$ cat config.mk
export PLATFORM = sky130hd
export DESIGN_NAME = i2c_slave_regfile
export DESIGN_NICKNAME = d
export VERILOG_FILES = /design/src/rtl/i2c_slave_regfile.sv
export SDC_FILE = /design/constraint.sdc
export NUM_CORES = 1
export LEC_CHECK = 0
export BUFFER_PORTS_ARGS = -buffer_cell sky130_fd_sc_hd__buf_2
export CAP_MARGIN = 20
export CORE_ASPECT_RATIO = 0.75
export CORE_MARGIN = 2
export CORE_UTILIZATION = 62
export DETAILED_ROUTE_END_ITERATION = 8
export PLACE_DENSITY = 0.79
export SLEW_MARGIN = 15
export SYNTH_ARGS = -nofsm -noshare
export SYNTH_HDL_FRONTEND = slang
export SYNTH_SLANG_ARGS = --single-unit
$ cat constraint.sdc
create_clock -name clk -period 12.8 [get_ports clk]
set_input_delay 0.64 -clock clk [delete_from_list [all_inputs] [get_ports clk]]
set_output_delay 0.64 -clock clk [all_outputs]
set_load 0.1 [all_outputs]
$ cat src/rtl/i2c_slave_regfile.sv
// I2C target with a small byte register file: oversampled SCL/SDA, open-drain SDA
// through an output-enable, local write-notify pulse and a combinational local read port.
`timescale 1ns/1ps
module i2c_slave_regfile #(
  parameter logic [6:0] DEV_ADDR = 7'h5D,
  parameter int         NUM_REGS = 16,
  parameter int         AW       = 4
) (
  input  logic          clk,
  input  logic          reset,
  input  logic          scl_i,
  input  logic          sda_i,
  output logic          sda_oe,
  output logic          wr_valid,
  output logic [AW-1:0] wr_addr,
  output logic [7:0]    wr_data,
  input  logic [AW-1:0] loc_addr,
  output logic [7:0]    loc_data
);

  typedef enum logic [3:0] {
    ST_IDLE     = 4'd0,
    ST_DEV_ADDR = 4'd1,
    ST_ACK_DEV  = 4'd2,
    ST_REG_ADDR = 4'd3,
    ST_ACK_REG  = 4'd4,
    ST_WR_DATA  = 4'd5,
    ST_ACK_WR   = 4'd6,
    ST_RD_DATA  = 4'd7,
    ST_RD_ACK   = 4'd8
  } state_t;

  state_t          state_r;
  logic [3:0]      bit_cnt_r;
  logic [7:0]      shift_r;
  logic [AW-1:0]   ptr_r;
  logic            rw_r;
  logic            ack_ph_r;
  logic            rd_first_r;
  logic [7:0]      regs_r [NUM_REGS];

  logic            scl_s1_r, scl_s2_r, scl_h_r;
  logic            sda_s1_r, sda_s2_r, sda_h_r;

  logic            scl_rise_s;
  logic            scl_fall_s;
  logic            start_s;
  logic            stop_s;
  logic [7:0]      byte_in_s;
  logic [AW-1:0]   ptr_inc_s;

  // Two-flop synchronizers plus one history stage; reset to the idle (high) bus level
  always_ff @(posedge clk or posedge reset) begin
    if (reset) begin
      scl_s1_r <= 1'b1;
      scl_s2_r <= 1'b1;
      scl_h_r  <= 1'b1;
      sda_s1_r <= 1'b1;
      sda_s2_r <= 1'b1;
      sda_h_r  <= 1'b1;
    end else begin
      scl_s1_r <= scl_i;
      scl_s2_r <= scl_s1_r;
      scl_h_r  <= scl_s2_r;
      sda_s1_r <= sda_i;
      sda_s2_r <= sda_s1_r;
      sda_h_r  <= sda_s2_r;
    end
  end

  assign scl_rise_s = scl_s2_r & ~scl_h_r;
  assign scl_fall_s = ~scl_s2_r & scl_h_r;
  assign start_s    = scl_s2_r & scl_h_r & sda_h_r & ~sda_s2_r;
  assign stop_s     = scl_s2_r & scl_h_r & ~sda_h_r & sda_s2_r;
  assign byte_in_s  = {shift_r[6:0], sda_s2_r};
  assign ptr_inc_s  = ptr_r + AW'(1);
  assign loc_data   = regs_r[loc_addr];

  // Protocol FSM, register file and all registered outputs
  always_ff @(posedge clk or posedge reset) begin
    if (reset) begin
      state_r    <= ST_IDLE;
      bit_cnt_r  <= 4'd0;
      shift_r    <= 8'h00;
      ptr_r      <= {AW{1'b0}};
      rw_r       <= 1'b0;
      ack_ph_r   <= 1'b0;
      rd_first_r <= 1'b0;
      sda_oe     <= 1'b0;
      wr_valid   <= 1'b0;
      wr_addr    <= {AW{1'b0}};
      wr_data    <= 8'h00;
      for (int i = 0; i < NUM_REGS; i++) regs_r[i] <= 8'h00;
    end else begin
      wr_valid <= 1'b0;
      // Bus conditions override any bit processing in the same cycle
      if (start_s) begin
        state_r   <= ST_DEV_ADDR;
        bit_cnt_r <= 4'd0;
        ack_ph_r  <= 1'b0;
        sda_oe    <= 1'b0;
      end else if (stop_s) begin
        state_r   <= ST_IDLE;
        bit_cnt_r <= 4'd0;
        ack_ph_r  <= 1'b0;
        sda_oe    <= 1'b0;
      end else begin
        case (state_r)
          ST_IDLE: begin
            sda_oe <= 1'b0;
          end
          ST_DEV_ADDR: begin
            if (scl_rise_s) begin
              shift_r   <= byte_in_s;
              bit_cnt_r <= bit_cnt_r + 4'd1;
              if (bit_cnt_r == 4'd7) begin
                bit_cnt_r <= 4'd0;
                ack_ph_r  <= 1'b0;
                if (byte_in_s[7:1] == DEV_ADDR) begin
                  rw_r    <= byte_in_s[0];
                  state_r <= ST_ACK_DEV;
                end else begin
                  state_r <= ST_IDLE;
                end
              end
            end
          end
          ST_REG_ADDR: begin
            if (scl_rise_s) begin
              shift_r   <= byte_in_s;
              bit_cnt_r <= bit_cnt_r + 4'd1;
              if (bit_cnt_r == 4'd7) begin
                bit_cnt_r <= 4'd0;
                ack_ph_r  <= 1'b0;
                ptr_r     <= byte_in_s[AW-1:0];
                state_r   <= ST_ACK_REG;
              end
            end
          end
          ST_WR_DATA: begin
            if (scl_rise_s) begin
              shift_r   <= byte_in_s;
              bit_cnt_r <= bit_cnt_r + 4'd1;
              if (bit_cnt_r == 4'd7) begin
                bit_cnt_r     <= 4'd0;
                ack_ph_r      <= 1'b0;
                regs_r[ptr_r] <= byte_in_s;
                wr_valid      <= 1'b1;
                wr_addr       <= ptr_r;
                wr_data       <= byte_in_s;
                ptr_r         <= ptr_inc_s;
                state_r       <= ST_ACK_WR;
              end
            end
          end
          ST_ACK_DEV, ST_ACK_REG, ST_ACK_WR: begin
            // First falling edge pulls SDA low, the second ends the ACK slot
            if (scl_fall_s) begin
              if (!ack_ph_r) begin
                sda_oe   <= 1'b1;
                ack_ph_r <= 1'b1;
              end else begin
                ack_ph_r  <= 1'b0;
                bit_cnt_r <= 4'd0;
                if ((state_r == ST_ACK_DEV) && rw_r) begin
                  shift_r    <= regs_r[ptr_r];
                  sda_oe     <= ~regs_r[ptr_r][7];
                  rd_first_r <= 1'b0;
                  state_r    <= ST_RD_DATA;
                end else if (state_r == ST_ACK_DEV) begin
                  sda_oe  <= 1'b0;
                  state_r <= ST_REG_ADDR;
                end else begin
                  sda_oe  <= 1'b0;
                  state_r <= ST_WR_DATA;
                end
              end
            end
          end
          ST_RD_DATA: begin
            if (scl_rise_s) begin
              bit_cnt_r <= bit_cnt_r + 4'd1;
            end else if (scl_fall_s) begin
              if (rd_first_r) begin
                sda_oe     <= ~shift_r[7];
                rd_first_r <= 1'b0;
              end else if (bit_cnt_r == 4'd8) begin
                sda_oe    <= 1'b0;
                bit_cnt_r <= 4'd0;
                state_r   <= ST_RD_ACK;
              end else begin
                sda_oe  <= ~shift_r[6];
                shift_r <= {shift_r[6:0], 1'b0};
              end
            end
          end
          ST_RD_ACK: begin
            if (scl_rise_s) begin
              if (!sda_s2_r) begin
                ptr_r      <= ptr_inc_s;
                shift_r    <= regs_r[ptr_inc_s];
                rd_first_r <= 1'b1;
                bit_cnt_r  <= 4'd0;
                state_r    <= ST_RD_DATA;
              end else begin
                state_r <= ST_IDLE;
              end
            end
          end
          default: begin
            sda_oe  <= 1'b0;
            state_r <= ST_IDLE;
          end
        endcase
      end
    end
  end

endmodule
==> results of run 1 <==
kinds of logic after synthesis:
family,count (synthesis),synth area share [%]
and+or+nand+nor,161,8.54
muxes,249,38.5
buffers and inverters,85,3.54
AOI/OAI and AO/OA,107,6.32
adders and majority gates,9,1.09
DFF,171,41.6
xor gates and xnor gates,5,0.425
power by group through the flow:
stage          clock network [mW]  registers, mW  logic, mW
6_report                    0.489          0.677      0.431
5_1_grt                     0.512          0.687      0.462
4_1_cts                     0.491          0.673      0.422
3_5_place_dp                    0          0.683      0.420
3_3_place_gp                    0          0.676      0.408
2_1_floorplan                   0          0.599      0.398
cell usage after synthesis (6+ instances only):
library cell / count
a21oi_1: 34
a22oi_1: 7
buf_1: 9
buf_2: 19
clkbuf_1: 34
dfrtp_1: 165
dfstp_2: 6
ha_1: 9
inv_1: 19
mux2_2: 140
mux4_2: 104
nand2_1: 70
nand2_2: 8
nand3_1: 11
nor2_1: 12
nor2b_1: 7
nor3_1: 7
o21ai_0: 33
or4_1: 6
cell type report:
type	instances	area, sq um	area share, %
clock buffers	22	474	4.28
well taps	210	263	2.37
clock inverters	10	81.3	0.734
inverters	19	76.3	0.688
repair buffers	39	236	2.13
multi-input cells	531	5670	51.1
flip-flops and latches	171	4290	38.7
registers in the layout, summed over array words and instances (netlist names), 4 cells and up:
| signal | cells |
|---|---|
| wr_addr | 4 |
| state_r | 4 |
| wr_data | 8 |
| bit_cnt_r | 4 |
| ptr_r | 4 |
| regs_r | 128 |
| shift_r | 8 |
stage by stage:
stage               utilization, %  hold slack [ps]  power, mW  instance area (sq um)
finish                        68.6              289       1.60                  11100
global route                  68.6              285       1.66                  11100
CTS                           68.4              290       1.59                  11100
detailed placement            65.0              349       1.10                  10500
global placement              65.0              346       1.08                  10500
floorplan                        -              345      0.998                  10300
metal layers:
layer  routed length (microns)  part of all wire, %  global-route usage, %  vias to the layer above
met5                         0                    0                      0                        -
met4                       588                  2.1                   9.88                        0
met3                      3640                   13                   11.1                       57
met2                     12100                   44                   47.4                      561
met1                     11100                   40                   47.8                     3802
li1                          -                    -                      -                     3012
worst min-delay path by stage:
stage	end	slack, ps	cells past startpoint
after detailed placement	sda_s2_r	350	0
after floorplan	scl_s2_r	350	0
after CTS	sda_s1_r	290	1
after global placement	scl_s2_r	350	0
after global routing	sda_s1_r	280	1
final	sda_s1_r	290	1
==> flow_metrics.env, run 1 <==
export IMPL_status="finished, final reports clean"
export IMPL_clk_latency_ps=450
export IMPL_finClkSkew_ps=9.29
export IMPL_detail_route_wl_per_cell_microns=27.4
export IMPL_post_cts_resized=0
export IMPL_cts_tree="built"
export IMPL_clkPwrFrac_pct=30.6
export IMPL_rows=40
export IMPL_hold_violations=0
export IMPL_n_antenna_cell=0
export IMPL_crit_type="flip-flop to flip-flop"
export IMPL_fill_cells=1070
export IMPL_ys_types=66
export IMPL_final_cell_mix="dfrtp_1 (164), mux2_2 (140), mux4_2 (104)"
export IMPL_via_per_inst=7.42
export IMPL_switchingPower_mw=0.592
export IMPL_crit_family="simple AND/OR/NAND/NOR gates"
export IMPL_synthFlopType="dfrtp_1"
export IMPL_yosys_top_cells_area="dfrtp_1 (40%), mux4_2 (23%), mux2_2 (15%), nand2_1 (2.5%), a21oi_1 (1.7%)"
export IMPL_rrSetupSlack_ps=9180
export IMPL_critPathSlowestCell="dfrtp_4"
export IMPL_die_h_microns=116
export IMPL_critPathLaunchType="flip-flop"
export IMPL_endpoint_kind="flip-flop"
export IMPL_crit_end="shift_r[6]"
export IMPL_combPwrFrac_pct=27.0
export IMPL_ios=30
export IMPL_place_hpwl_microns=18400
export IMPL_dieArea_sq_mm=0.0177
export IMPL_crit_buf_inv=1
export IMPL_clockRootBuffer="clkbuf_16"
export IMPL_initial_core_util_pct=63.8
export IMPL_cts_buffer_depth=2
export IMPL_leakage_nw=4.81
export IMPL_worst_pin_slew_ps=1030
export IMPL_syn2layout_area_growth_pct=7.52
export IMPL_place_worst_setup_slack_ps=9180
export IMPL_finalCritPeriodShare_pct=28.3
export IMPL_antenna_found_initial=0
export IMPL_postCtsSetupRepairBufs=0
export IMPL_layout_commonest_cell="dfrtp_1"
export IMPL_nets=796
export IMPL_final_cells=1002
export IMPL_gp_congestion=0.956
export IMPL_fin_ws_ps=9180
export IMPL_htree_levels=4
export IMPL_coreArea_sq_mm=0.0162
export IMPL_path_cells="buf_4, ha_1, xor2_1, nand2_1, a21oi_1, or4_1, mux2_2"
export IMPL_grt_pass1_wl_microns=43500
export IMPL_r2r_start="ptr_r[0]"
export IMPL_avgSynthCellArea_sq_um=13.1
export IMPL_crit_start="ptr_r[0]"
export IMPL_slew_headroom_pct=31.3
export IMPL_port_buffers=29
export IMPL_grt_pass1_vias=7276
export IMPL_syn_nets=804
export IMPL_intPower_mw=1.01
export IMPL_dp_cells=968
export IMPL_maxCapViolations=0
export IMPL_fin_crit_ps=3620
export IMPL_drive_above_1_share_pct=42.9
export IMPL_grt_max_degree=102
export IMPL_synthCells=787
export IMPL_ir_drop_mv=0.104
export IMPL_synth_enable_flop_cells=0
export IMPL_cp_depth=7
export IMPL_yosysWarnings=0
export IMPL_seq_power_share_pct=42.4
export IMPL_dieWidth_microns=153
export IMPL_detail_route_antenna_nets=0
export IMPL_p_per_area_mw_per_mm2=144
export IMPL_hold_class="input pin to flip-flop"
export IMPL_vias=7432
export IMPL_cp_max_fo=37
export IMPL_synthArstFlopShare_pct=100
export IMPL_clock_fmax_mhz=276
export IMPL_synth_largest_area_cell="dfrtp_1"
export IMPL_reg2reg_to="shift_r[6]"
export IMPL_rsz0062_at_grt="no"
export IMPL_critical_path_max_stage_delay_ps=780
export IMPL_synth_area_sq_mm=0.0103
export IMPL_cts_hold_buf=0
export IMPL_dr_pass1_iters=6
export IMPL_cts_made_buffers=17
export IMPL_clkSinkCount=171
export IMPL_remaining_drc_errors=0
export IMPL_r2r_cells=7
export IMPL_ys_seq_elements=171
export IMPL_wl_microns=27500
export IMPL_cp_arrival_ps=3940
export IMPL_hold_path_startpoint="sda_i"
export IMPL_synthDominantCellAreaShare_pct=40.0
export IMPL_required_ps=13120
export IMPL_sw_frac_of_total_pct=37.0
export IMPL_synth_seq_area_share_pct=41.6
export IMPL_drt_iter0_drc=1023
export IMPL_finalSetupViolCount=0
export IMPL_grt_ovfl_total=0
export IMPL_track_usage_pct=32.7
export IMPL_maxSlewViolCount=0
export IMPL_tns_ps=0
export IMPL_clkTransAtPathRegs_ps=70
No activity file was read; power rests on OpenSTA's default activity.
==> run 2, diff against run 1 <==
Settings changed: ABC_AREA from default to 1.
Clock period 12.8 ns to 3.39 ns, I/O delays scaled along.
==> run 2 against run 1 <==
Compared with the run above:
- via count is 55% higher
- design area increased by 11%
- highest routed layer unchanged
- sequential power rose to 3.3 times the previous value
- critical path depth stayed put
- critical path type is now flip-flop to output port
==> flow_metrics.env, run 2 <==
export IMPL_wl_microns=36800
export IMPL_dr_pass1_iters=7
export IMPL_placed_area_sq_mm=0.0117
export IMPL_required_ps=3220
export IMPL_drt_iter0_drc=1769
export IMPL_ir_drop_mv=0.276
export IMPL_fin_crit_ps=2640
export IMPL_cts_tree="built"
export IMPL_postCtsSetupRepairBufs=0
export IMPL_grt_pass1_wl_microns=57700
export IMPL_detail_route_wl_per_cell_microns=18.9
export IMPL_sw_frac_of_total_pct=37.8
export IMPL_final_cell_mix="nand2_1 (598), nand3_1 (183), inv_1 (173)"
export IMPL_endpoint_kind="output port"
export IMPL_n_antenna_cell=0
export IMPL_synth_seq_area_share_pct=37.2
export IMPL_grt_pass1_vias=10300
export IMPL_dieArea_sq_mm=0.0197
export IMPL_grt_ovfl_total=0
export IMPL_hold_path_depth=0
export IMPL_cts_hold_buf=3
export IMPL_critPathLaunchType="flip-flop"
export IMPL_rsz0062_at_grt="no"
export IMPL_synth_area_sq_mm=0.0115
export IMPL_via_per_inst=5.93
export IMPL_clkPwrFrac_pct=34.9
export IMPL_cts_buffer_depth=2
export IMPL_synth_largest_area_cell="dfrtp_1"
export IMPL_intPower_mw=3.39
export IMPL_seq_power_share_pct=40.6
export IMPL_finalSetupViolCount=0
export IMPL_combPwrFrac_pct=24.5
export IMPL_synthTopCellsByCount="nand2_1 (598), nand3_1 (183), inv_1 (175), dfrtp_1 (165), o21ai_0 (111)"
export IMPL_ios=30
export IMPL_clk_latency_ps=440
export IMPL_vias=11500
export IMPL_largest_register="regs_r"
export IMPL_gp_congestion=0.950
export IMPL_dieWidth_microns=161
export IMPL_grt_max_degree=144
export IMPL_maxCapViolations=0
export IMPL_layout_commonest_cell="nand2_1"
export IMPL_avgSynthCellArea_sq_um=6.72
export IMPL_synthFlopType="dfrtp_1"
export IMPL_hold_class="flip-flop to flip-flop"
export IMPL_finClkSkew_ps=12.1
export IMPL_syn2layout_area_growth_pct=6.52
export IMPL_drive_above_1_share_pct=10.2
export IMPL_htree_levels=4
export IMPL_finalCritPeriodShare_pct=77.9
export IMPL_ys_types=36
export IMPL_tns_ps=0
export IMPL_cts_made_buffers=17
export IMPL_rows=43
export IMPL_p_per_area_mw_per_mm2=444
export IMPL_track_usage_pct=38.4
export IMPL_cp_arrival_ps=2470
export IMPL_synthCells=1716
export IMPL_initial_core_util_pct=62.9
export IMPL_clock_fmax_mhz=378
export IMPL_final_cells=1946
export IMPL_worst_pin_slew_ps=1060
export IMPL_p_total_mw=5.45
export IMPL_r2r_cells=9
export IMPL_port_buffers=29
export IMPL_remaining_drc_errors=0
export IMPL_syn_nets=1733
export IMPL_crit_type="flip-flop to output port"
export IMPL_ys_seq_elements=171
export IMPL_leakage_nw=6.34
export IMPL_fin_util_pct=67.0
export IMPL_clkSinkCount=171
export IMPL_die_h_microns=122
export IMPL_switchingPower_mw=2.06
export IMPL_synth_enable_flop_cells=0
export IMPL_largest_reg_flops=128
export IMPL_fill_cells=1686
export IMPL_hold_violations=0
export IMPL_synthDominantCellAreaShare_pct=35.8
export IMPL_final_area_sq_mm=0.0123
export IMPL_synthArstFlopShare_pct=100
export IMPL_place_hpwl_microns=24200
export IMPL_yosysMostFrequentCell="nand2_1"
export IMPL_maxSlewViolCount=0
export IMPL_status="finished, final reports clean"
export IMPL_slew_headroom_pct=29.4
export IMPL_antenna_found_initial=0
export IMPL_yosysWarnings=0
export IMPL_cp_max_fo=3
export IMPL_clkTransAtPathRegs_ps=70
export IMPL_top_regs="regs_r (128), shift_r (8), wr_data (8)"
export IMPL_coreArea_sq_mm=0.0183
export IMPL_nets=1703
export IMPL_dp_cells=1911
export IMPL_detail_route_antenna_nets=0
export IMPL_clockRootBuffer="clkbuf_16"
export IMPL_post_cts_resized=0
export IMPL_yosys_top_cells_area="dfrtp_1 (36%), nand2_1 (19%), nand3_1 (7.9%), inv_1 (5.7%), o21ai_0 (4.8%)"
## run 2: cells by family (layout without fill, tap and decap cells)
logic type                 count (synthesis)  in the layout  share of synthesized area [%]
AOI/OAI and AO/OA                        343            343                           17.0
xor gates and xnor gates                   5              5                          0.380
adders and majority gates                  9              9                          0.977
buffers and inverters                    290            273                           10.9
DFF                                      171            171                           37.2
and+or+nand+nor                          898            898                           33.6
## run 2: routing by layer
| metal | up-vias | routed length, microns | global-route usage, % |
|---|---|---|---|
| met5 | - | 0 | 0 |
| met4 | 0 | 1240 | 14.0 |
| met3 | 97 | 4960 | 11.3 |
| met2 | 676 | 15100 | 54.4 |
| met1 | 5295 | 15500 | 55.6 |
| li1 | 5472 | - | - |
## run 2: critical path, stage by stage, from the launching register on
cell	delay, ps
dfrtp_1	360
inv_1	80
nor2_1	90
a21oi_1	50
o21ai_0	570
o22ai_1	180
o21ai_0	240
buf_2	470
## run 2: worst paths after layout
| path | startpoint | to | slack, ps |
|---|---|---|---|
| worst max-delay path | regs_r[76] | loc_data[4] | 750 |
| min in group asynchronous | reset | regs_r[107] | 400 |
| worst min-delay path | scl_s1_r | scl_s2_r | 360 |
| max in group asynchronous | reset | regs_r[93] | 2060 |
| worst min register to register | scl_s1_r | scl_s2_r | 360 |
| worst max register to register | sda_s2_r | regs_r[22] | 760 |
## run 2: power by group through the flow
stage	clock network, mW	logic (mW)	registers [mW]
3_3_place_gp	0	1.29	2.24
3_5_place_dp	0	1.30	2.25
6_report	1.90	1.33	2.21
4_1_cts	1.91	1.31	2.21
5_1_grt	1.98	1.44	2.23
2_1_floorplan	0	0.865	2.26
## run 2: layout make-up
cell class	instances	area, sq um	share of cell area (%)
Clock buffer	20	447	3.64
Tap cell	247	309	2.52
Multi-Input combinational cell	1255	5990	48.8
Inverter	184	696	5.66
Sequential cell	171	4290	34.9
Timing Repair Buffer	57	440	3.59
Clock inverter	12	109	0.886
## run 2: stage by stage
step	setup WS (ps)	hold slack, ps
final	748	362
after detailed placement	793	276
after floorplan	69.4	174
after global routing	613	368
after global placement	926	275
after CTS	787	360
